## config.mk

```make
export PLATFORM = sky130hd
export DESIGN_NAME = approx_adder_error_sweeper
export DESIGN_NICKNAME = d
export VERILOG_FILES = /design/src/rtl/approx_eval_pkg.sv /design/src/rtl/approx_abs_err.sv /design/src/rtl/approx_adder_error_sweeper.sv
export SDC_FILE = /design/constraint.sdc
export NUM_CORES = 1
export LEC_CHECK = 0
export BUFFER_PORTS_ARGS = -buffer_cell sky130_fd_sc_hd__buf_2
export CAP_MARGIN = 5
export CORE_MARGIN = 2
export CORE_UTILIZATION = 56
export CTS_BUF_LIST = sky130_fd_sc_hd__clkbuf_4
export CTS_CLUSTER_DIAMETER = 60
export DETAILED_ROUTE_END_ITERATION = 10
export PLACE_DENSITY = 0.82
export SLEW_MARGIN = 10
export SYNTH_ARGS = -nofsm -noshare
export SYNTH_HDL_FRONTEND = slang
export SYNTH_SLANG_ARGS = --single-unit
```

## constraint.sdc

```tcl
create_clock -name clk -period 4.7 [get_ports clk]
set_input_delay 0 -clock clk [delete_from_list [all_inputs] [get_ports clk]]
set_output_delay 0 -clock clk [all_outputs]
set_load 0.02 [all_outputs]
```

## src/rtl/approx_eval_pkg.sv

```systemverilog
// ---------------------------------------------------------------------------
// approx_eval_pkg
//   Shared types and sizing helpers for the approximate-adder evaluation
//   harness.
//   - state_e : sweep controller states (IDLE / SWEEP / DONE)
//   - vec_w() : width of one stimulus vector (both operands side by side)
//   - cnt_w() : width of a counter that can reach NVEC
//   - nvec()  : number of operand combinations in one exhaustive sweep
// ---------------------------------------------------------------------------
package approx_eval_pkg;

   typedef enum logic [1:0] {
      IDLE  = 2'd0,
      SWEEP = 2'd1,
      DONE  = 2'd2
   } state_e;

   function automatic int vec_w(input int in_w);
      return 2 * in_w;
   endfunction

   function automatic int cnt_w(input int in_w);
      return 2 * in_w + 1;
   endfunction

   function automatic int nvec(input int in_w);
      return 1 << (2 * in_w);
   endfunction

endpackage

```

## src/rtl/approx_abs_err.sv

```systemverilog
// ---------------------------------------------------------------------------
// approx_abs_err
//   Combinational exact-sum and absolute-difference unit.
//   Ports:
//     a, b        in  IN_W   operands
//     approx_sum  in  OUT_W  sum reported by the approximate adder
//     err         out OUT_W  |approx_sum - (a + b)|
//   Both the exact sum and approx_sum are below 2^OUT_W, so the difference
//   is formed at OUT_W+1 bits and the truncation back to OUT_W is lossless.
//   OUT_W is expected to be at least IN_W+1 so the exact sum fits.
// ---------------------------------------------------------------------------
module approx_abs_err #(
   parameter int IN_W  = 2,
   parameter int OUT_W = IN_W + 1
) (
   input  logic [IN_W-1:0]  a,
   input  logic [IN_W-1:0]  b,
   input  logic [OUT_W-1:0] approx_sum,
   output logic [OUT_W-1:0] err
);

   logic [OUT_W:0] exact;
   logic [OUT_W:0] appr;

   always_comb begin
      exact = (OUT_W+1)'(a) + (OUT_W+1)'(b);
      appr  = {1'b0, approx_sum};
      err   = OUT_W'((appr >= exact) ? (appr - exact) : (exact - appr));
   end

endmodule

```

## src/rtl/approx_adder_error_sweeper.sv

```systemverilog
// ---------------------------------------------------------------------------
// approx_adder_error_sweeper
//   Exhaustively drives every operand pair into an approximate adder and
//   collects worst-case absolute error, violation count and pass/fail
//   against the error threshold ET.
//   Ports:
//     clk, rst_n   clock, asynchronous active-low reset
//     start        begin a sweep (honoured only in IDLE or DONE)
//     stim_vec     adder inputs: a = [IN_W-1:0], b = [2*IN_W-1:IN_W]
//     approx_sum   adder outputs, combinational function of stim_vec
//     busy         sweep in progress
//     done         results valid
//     pass         max_err <= ET, only driven high while done
//     max_err      worst absolute error seen
//     err_count    vectors whose error exceeds ET
//     worst_vec    first vector that reached max_err
//     err_sum      (APPROX_ERR_SUM_EN only) sum of all errors, for MAE
//   Build option: define APPROX_ERR_SUM_EN to add the err_sum accumulator.
// ---------------------------------------------------------------------------
module approx_adder_error_sweeper
   import approx_eval_pkg::*;
#(
   parameter int IN_W  = 2,
   parameter int OUT_W = IN_W + 1,
   parameter int ET    = 4
) (
   input  logic                clk,
   input  logic                rst_n,
   input  logic                start,
   output logic [2*IN_W-1:0]   stim_vec,
   input  logic [OUT_W-1:0]    approx_sum,
   output logic                busy,
   output logic                done,
   output logic                pass,
   output logic [OUT_W-1:0]    max_err,
   output logic [2*IN_W:0]     err_count,
   output logic [2*IN_W-1:0]   worst_vec
`ifdef APPROX_ERR_SUM_EN
   ,
   output logic [OUT_W+2*IN_W-1:0] err_sum
`endif
);

   localparam int VEC_W = vec_w(IN_W);
   localparam int CNT_W = cnt_w(IN_W);
   localparam int NVEC  = nvec(IN_W);
   localparam logic [VEC_W-1:0] LAST_VEC = VEC_W'(NVEC - 1);
   // A threshold that does not fit in OUT_W bits can never be exceeded.
   localparam bit               ET_FITS  = (ET < (1 << OUT_W));
   localparam logic [OUT_W-1:0] ET_V     = OUT_W'(ET);

   state_e             state_q, state_d;
   logic [VEC_W-1:0]   stim_q;
   logic [OUT_W-1:0]   max_err_q;
   logic [CNT_W-1:0]   err_count_q;
   logic [VEC_W-1:0]   worst_q;
   logic [OUT_W-1:0]   err;
   logic               viol;
   logic               accept;

   approx_abs_err #(.IN_W(IN_W), .OUT_W(OUT_W)) u_abs_err (
      .a          (stim_q[IN_W-1:0]),
      .b          (stim_q[2*IN_W-1:IN_W]),
      .approx_sum (approx_sum),
      .err        (err)
   );

   assign viol   = ET_FITS && (err > ET_V);
   assign accept = start && (state_q != SWEEP);

   // ---- controller ----
   always_ff @(posedge clk or negedge rst_n) begin
      if (!rst_n) state_q <= IDLE;
      else        state_q <= state_d;
   end

   always_comb begin
      state_d = state_q;
      case (state_q)
         IDLE, DONE: if (start) state_d = SWEEP;
         // The last vector is evaluated in this cycle; stim wraps to 0 and
         // the sweep ends without re-evaluating vector 0.
         SWEEP:      if (stim_q == LAST_VEC) state_d = DONE;
         default:    state_d = IDLE;
      endcase
   end

   // ---- statistics ----
   always_ff @(posedge clk or negedge rst_n) begin
      if (!rst_n) begin
         stim_q      <= '0;
         max_err_q   <= '0;
         err_count_q <= '0;
         worst_q     <= '0;
      end else if (accept) begin
         stim_q      <= '0;
         max_err_q   <= '0;
         err_count_q <= '0;
         worst_q     <= '0;
      end else if (state_q == SWEEP) begin
         // Strict compare: ties keep the earliest vector.
         if (err > max_err_q) begin
            max_err_q <= err;
            worst_q   <= stim_q;
         end
         if (viol) err_count_q <= err_count_q + CNT_W'(1);
         stim_q <= stim_q + VEC_W'(1);
      end
   end

`ifdef APPROX_ERR_SUM_EN
   localparam int SUM_W = OUT_W + 2 * IN_W;
   logic [SUM_W-1:0] err_sum_q;

   always_ff @(posedge clk or negedge rst_n) begin
      if (!rst_n)                  err_sum_q <= '0;
      else if (accept)             err_sum_q <= '0;
      else if (state_q == SWEEP)   err_sum_q <= err_sum_q + SUM_W'(err);
   end

   assign err_sum = err_sum_q;
`endif

   assign stim_vec  = stim_q;
   assign busy      = (state_q == SWEEP);
   assign done      = (state_q == DONE);
   assign pass      = done && (max_err_q <= ET_V || !ET_FITS);
   assign max_err   = max_err_q;
   assign err_count = err_count_q;
   assign worst_vec = worst_q;

endmodule
```

# Yosys cells after proc, flatten, opt, wreduce, memory -nomap -nowiden
# Index checks and enable logic that the tools add are counted.
dict set report totals {
  out_inout_bits 19
  reg_bits 18
  inputBits 6
}
dict set report classes {
  add_sub_neg 5
  reduce_logical 10
  magnitude_cmp 4
  eq_ne 6
  mux 15
}
# operator n
set ops {}
lappend ops {{$mux 4} 5}
lappend ops {{$mux 5} 3}
lappend ops {{$mux 3} 4}
lappend ops {{$reduce_and 2->1} 3}
lappend ops {{$reduce_bool 2->1} 3}
lappend ops {{$sub 3x3->3} 2}
lappend ops {{$add 5x1->5 const B} 1}
lappend ops {{$add 4x1->4 const B} 1}
lappend ops {{$eq 4x4->1 const B} 1}
lappend ops {{$ge 3x4->1} 1}
lappend ops {{$mux 2} 2}
lappend ops {{$ne 2x1->1 const B} 2}
lappend ops {{$pmux 2 s2} 1}
lappend ops {{$add 2x2->3} 1}
lappend ops {{$gt 3x3->1} 1}
lappend ops {{$gt 3x3->1 const B} 1}
lappend ops {{$le 3x3->1 const B} 1}
lappend ops {{$eq 2x1->1 const B} 1}
lappend ops {{$eq 2x2->1 const B} 1}
lappend ops {{$logic_and 1x1->1} 2}
lappend ops {{$logic_not 2->1} 1}
lappend ops {{$ne 2x2->1 const B} 1}
lappend ops {{$reduce_or 2->1} 1}

# Logic depth before layout (Yosys ltp)
dict set report depth {
  ltp_word 7
  mapped_depth 16
  ltp_nobuf 15
}

# Hierarchy
# A second synthesis with hierarchy kept.
dict set report hier_totals {
  hier_cells 125
  hier_area_um2 1198.6
}
# module area_each_um2 cells_each instances
set modules_own_cells {}
lappend modules_own_cells {approx_adder_error_sweeper 947.2 95 1}
lappend modules_own_cells {approx_abs_err 251.5 30 1}

# Worst setup path before layout
# No wires, ideal clock.
dict set report synth_timing {
  path_type {reg2reg}
  start {reg stim_q[0], in the netlist stim_vec[0]}
  end {reg worst_q[2], in the netlist worst_vec[2]}
  arrival_time_ps 3574
  path_slack_ps 994
  synth_period_minus_slack_ps 3706
  stages_incl_launch_ff 17
  path_cell_list {dfrtp_1 ha_1 inv_1 fa_1 inv_1 fa_1 inv_1 fa_1 and3b_1 o21ai_2 and2_1 ha_1 a31oi_1 o21a_1 buf_4 mux2i_1 a21oi_1}
}
dict set report synth_via {
  elab_chain_cells 6
  word_cells_on_any_way 8
  cone_classes {add/sub (3); order compare (2); mux (1); reduce/logical (2)}
}
# element line_no
set synth_rtl {}
lappend synth_rtl {{start, declared} approx_adder_error_sweeper.sv:53} ;# logic [VEC_W-1:0] stim_q;
lappend synth_rtl {{start signal, assigned} approx_adder_error_sweeper.sv:107} ;# stim_q <= stim_q + VEC_W'(1);
lappend synth_rtl {{$add 2x2->3 *} approx_abs_err.sv:26} ;# exact = (OUT_W+1)'(a) + (OUT_W+1)'(b);
lappend synth_rtl {{$ge 3x4->1 or $sub 3x3->3 (tied branches)} approx_abs_err.sv:28} ;# err = OUT_W'((appr >= exact) ? (appr - exact) : (exact - appr));
lappend synth_rtl {{$mux 3 *} approx_abs_err.sv:28}
lappend synth_rtl {{$gt 3x3->1 *} approx_adder_error_sweeper.sv:102} ;# if (err > max_err_q) begin
lappend synth_rtl {{$reduce_bool 2->1 (no line) *} -}
lappend synth_rtl {{$reduce_and 2->1 (no line) *} -}
lappend synth_rtl {{end signal, assigned} approx_adder_error_sweeper.sv:104} ;# worst_q <= stim_q;
lappend synth_rtl {{end, declared} approx_adder_error_sweeper.sv:56} ;# logic [VEC_W-1:0] worst_q;
# Mark *: on every way between the ends. The rest lies on a longest branch, timed or not.
# A chain may end at the register's enable or synchronous reset.

# Worst setup path after layout
# Same ends and word-level chain as after synthesis.

==> key figures <==
Yosys
  • Largest cells by area after synthesis: dfrtp_1, ha_1, fa_1
  • Yosys warns: 0
  • Synth top area share: 38.3%
  • Post-synth EDFFs: 0
  • FF+latch count, synth: 18
  • Leading cell types by count after synthesis: dfrtp_1, nand2_1, inv_1
  • Async S/R FF share, synth: 100%
  • Largest area contributor in the netlist: dfrtp_1
  • Sequential share of the synthesized area: 38.3%
  • Post-synthesis cell area: 1170 um^2
  • Synthesized area per cell: ~10 um^2
  • Mapped Cells: 121
  • Main synth FF type: dfrtp_1
  • Yosys cell types: 34
  • Mapped Nets: 141

Worst setup path
  • Arr. time, crit path: roughly 4100 ps
  • R2r setup slk: 730 ps
  • Worst R2R Path Depth: 15
  • WS Path Type: flop to flop
  • CP Capture Type: flop
  • Crit-path max FO: 10
  • Setup crit start kind: flop
  • Worst Path Required: 4850 ps

Route
  • Via count: about 970
  • WL final: 2430 um
  • First-pass DRT Iterations: 4
  • DRC violations left: 0
  • Routed Antenna Nets: 0
  • Average routed wire per standard cell: ~14 um
  • DR vias/cell: 5.55
  • Number of DRC markers in iteration 0: 17

Place
  • PortBufs: 24
  • Gpl congestion: 0.741
  • DPL Wire Length: 1940 um

Timing
  • RSZ-0062 raised after global routing: false
  • Final hold vios: 0
  • Clock skew: 6.10 ps
  • Slew at the pin with the worst max-slew slack: 623 ps
  • Post-layout min period: 3970 ps
  • Final Max Slew Viols: 0
  • Relative slew margins: 58.4%
  • Fin crit share: 84.4%
  • Setup TNS: 0 ps
  • Fmax: between 200 and 300 MHz
  • Final setup violation count: 0

Clocking
  • Total setup buffers inserted after CTS: 0
  • Clock Tree Buf Depth: 2
  • Clock slew at reported path FFs: 110 ps
  • Cts bufs inserted: 3
  • Clk Latency, worst-skew pair: 290 ps
  • CTS root buffer: clkbuf_4
  • CTS tree: done
  • H-tree Lvls: 1
  • CTS sink cnt: 18
  • Cells resized by post-CTS repair: 0

Global route
  • GRT met2 Usage: 43.1%
  • Initial antenna violation count: 0
  • First-pass GRT wire length: 4310 um
  • Met3 Track Usage GR: 2.73%
  • Pin count of the biggest net entering global routing: 19
  • Vias in the first global route: between 1000 and 1500
  • GR met1 Demand/Resource: between 20% and 30%
  • GRT Max-Usage Layer: met2
  • Tot GR Track Use: 23.2%
  • Overflow after GRT: 0

Finish
  • Area growth from synthesis to layout: 15.7%
  • Fill cell count: 182
  • Register area: 450 um^2
  • Nets: 169
  • Multi-input gate area: 659 um^2
  • Antenna Cells: 0
  • Final Util: 69.3%
  • Fraction of layout cells with a size suffix above 1: approximately 22%

Floorplan
  • Die X: 49.8 um
  • Core area: 1960 um^2
  • Vert. Die Dim: around 50 um
  • Starting Density: approximately three fifths
  • Die area: roughly 2500 um^2
  • Num rows: 16
  • I/O pin total: 25

Worst hold path
  • Worst Hold Class: input port to async pin

Flow run
  • MaxCap Viol Count: 0

Status
  • Run status: complete, no violations
## final timing paths
path                               start            to
setup / recovery             stim_vec[0]  worst_vec[2]
hold reg to reg             err_count[3]  err_count[3]
hold / removal                     rst_n  err_count[3]
setup reg to reg             stim_vec[0]  worst_vec[2]
min in group clk           approx_sum[0]    max_err[0]
max in group asynchronous          rst_n  err_count[2]
## what timing repair did
item                                   in CTS  in global routing
hold buffers                                2                  0
endpoints found under the hold margin      22                  0
setup endpoints to repair                   0                  0
## stage by stage
stage               area (um^2)  hold slack, ps  setup WS [ps]  std cells
floorplan                  1170            -296            994        121
global placement           1310           -51.6            854        169
detailed placement         1310           -48.1            755        169
CTS                        1360             161            725        175
global route               1360             182            503        175
finish                     1360             159            735        175
## kinds of logic (layout without fill, tap and decap cells)
logic type               count (synthesis)  count (layout)  synth area share, %
adder cells (fa/ha/maj)                 14              14                 17.5
buffers and inverters                   16              43                 5.54
AO/OA/AOI/OAI                           28              28                 15.9
AND/OR/NAND/NOR                         37              37                 15.7
flip-flops                              18              18                 38.3
XOR/XNOR                                 1               1                0.746
multiplexers                             7               7                 6.39
## registers in the layout, indices dropped and copies added (netlist names)
register / cells
state_q: 2
max_err: 3
worst_vec: 4
err_count: 5
stim_vec: 4
## area by class of cell
class	count	area share (%)
Inverter	13	3.59
Clock buffer	3	1.66
Timing Repair Buffer	26	10.3
Sequential cell	18	33.1
Multi-Input combinational cell	87	48.5
Tap cell	27	2.49
Clock inverter	1	0.276
## critical path, stage by stage, from the launching register on
cell     delay (ps)
dfrtp_1         490
ha_1            190
inv_1            50
fa_1            520
inv_1            90
fa_1            390
inv_1            80
fa_1            420
and3b_1         230
o21ai_2          70
and2_1          170
ha_1            290
a31oi_1         170
o21a_1          370
mux2i_1         230
a21oi_1          60
## per-layer routing
layer / share of wire (%) / wire length [um] / vias up
met3: 3.6 / 87 / 4
met1: 42 / 1020 / 462
met4: 0.95 / 23 / 0
met5: 0 / 0 / -
li1: - / - / 476
met2: 54 / 1300 / 30
## placed cells by master (no fill, tap or decap), types with 2 or more instances in the layout
cell           netlist  layout
a31oi_1              2       2
inv_1               12      12
nor2_1               4       4
o21ai_0              9       9
clkinv_1             1       2
a21oi_1              3       3
nand3_1              6       6
o21a_1               2       2
dfrtp_1             18      18
nor2b_1              3       3
fa_1                 4       4
a21oi_2              2       2
buf_2                1      24
dlygate4sd3_1        0       2
o41ai_1              2       2
mux2i_1              6       6
clkbuf_4             0       3
ha_1                10      10
nand2_1             18      18
and2_1               2       2
Power is not shown: default switching activity piles up to over one toggle a cycle in this logic, so the estimate is an artifact.
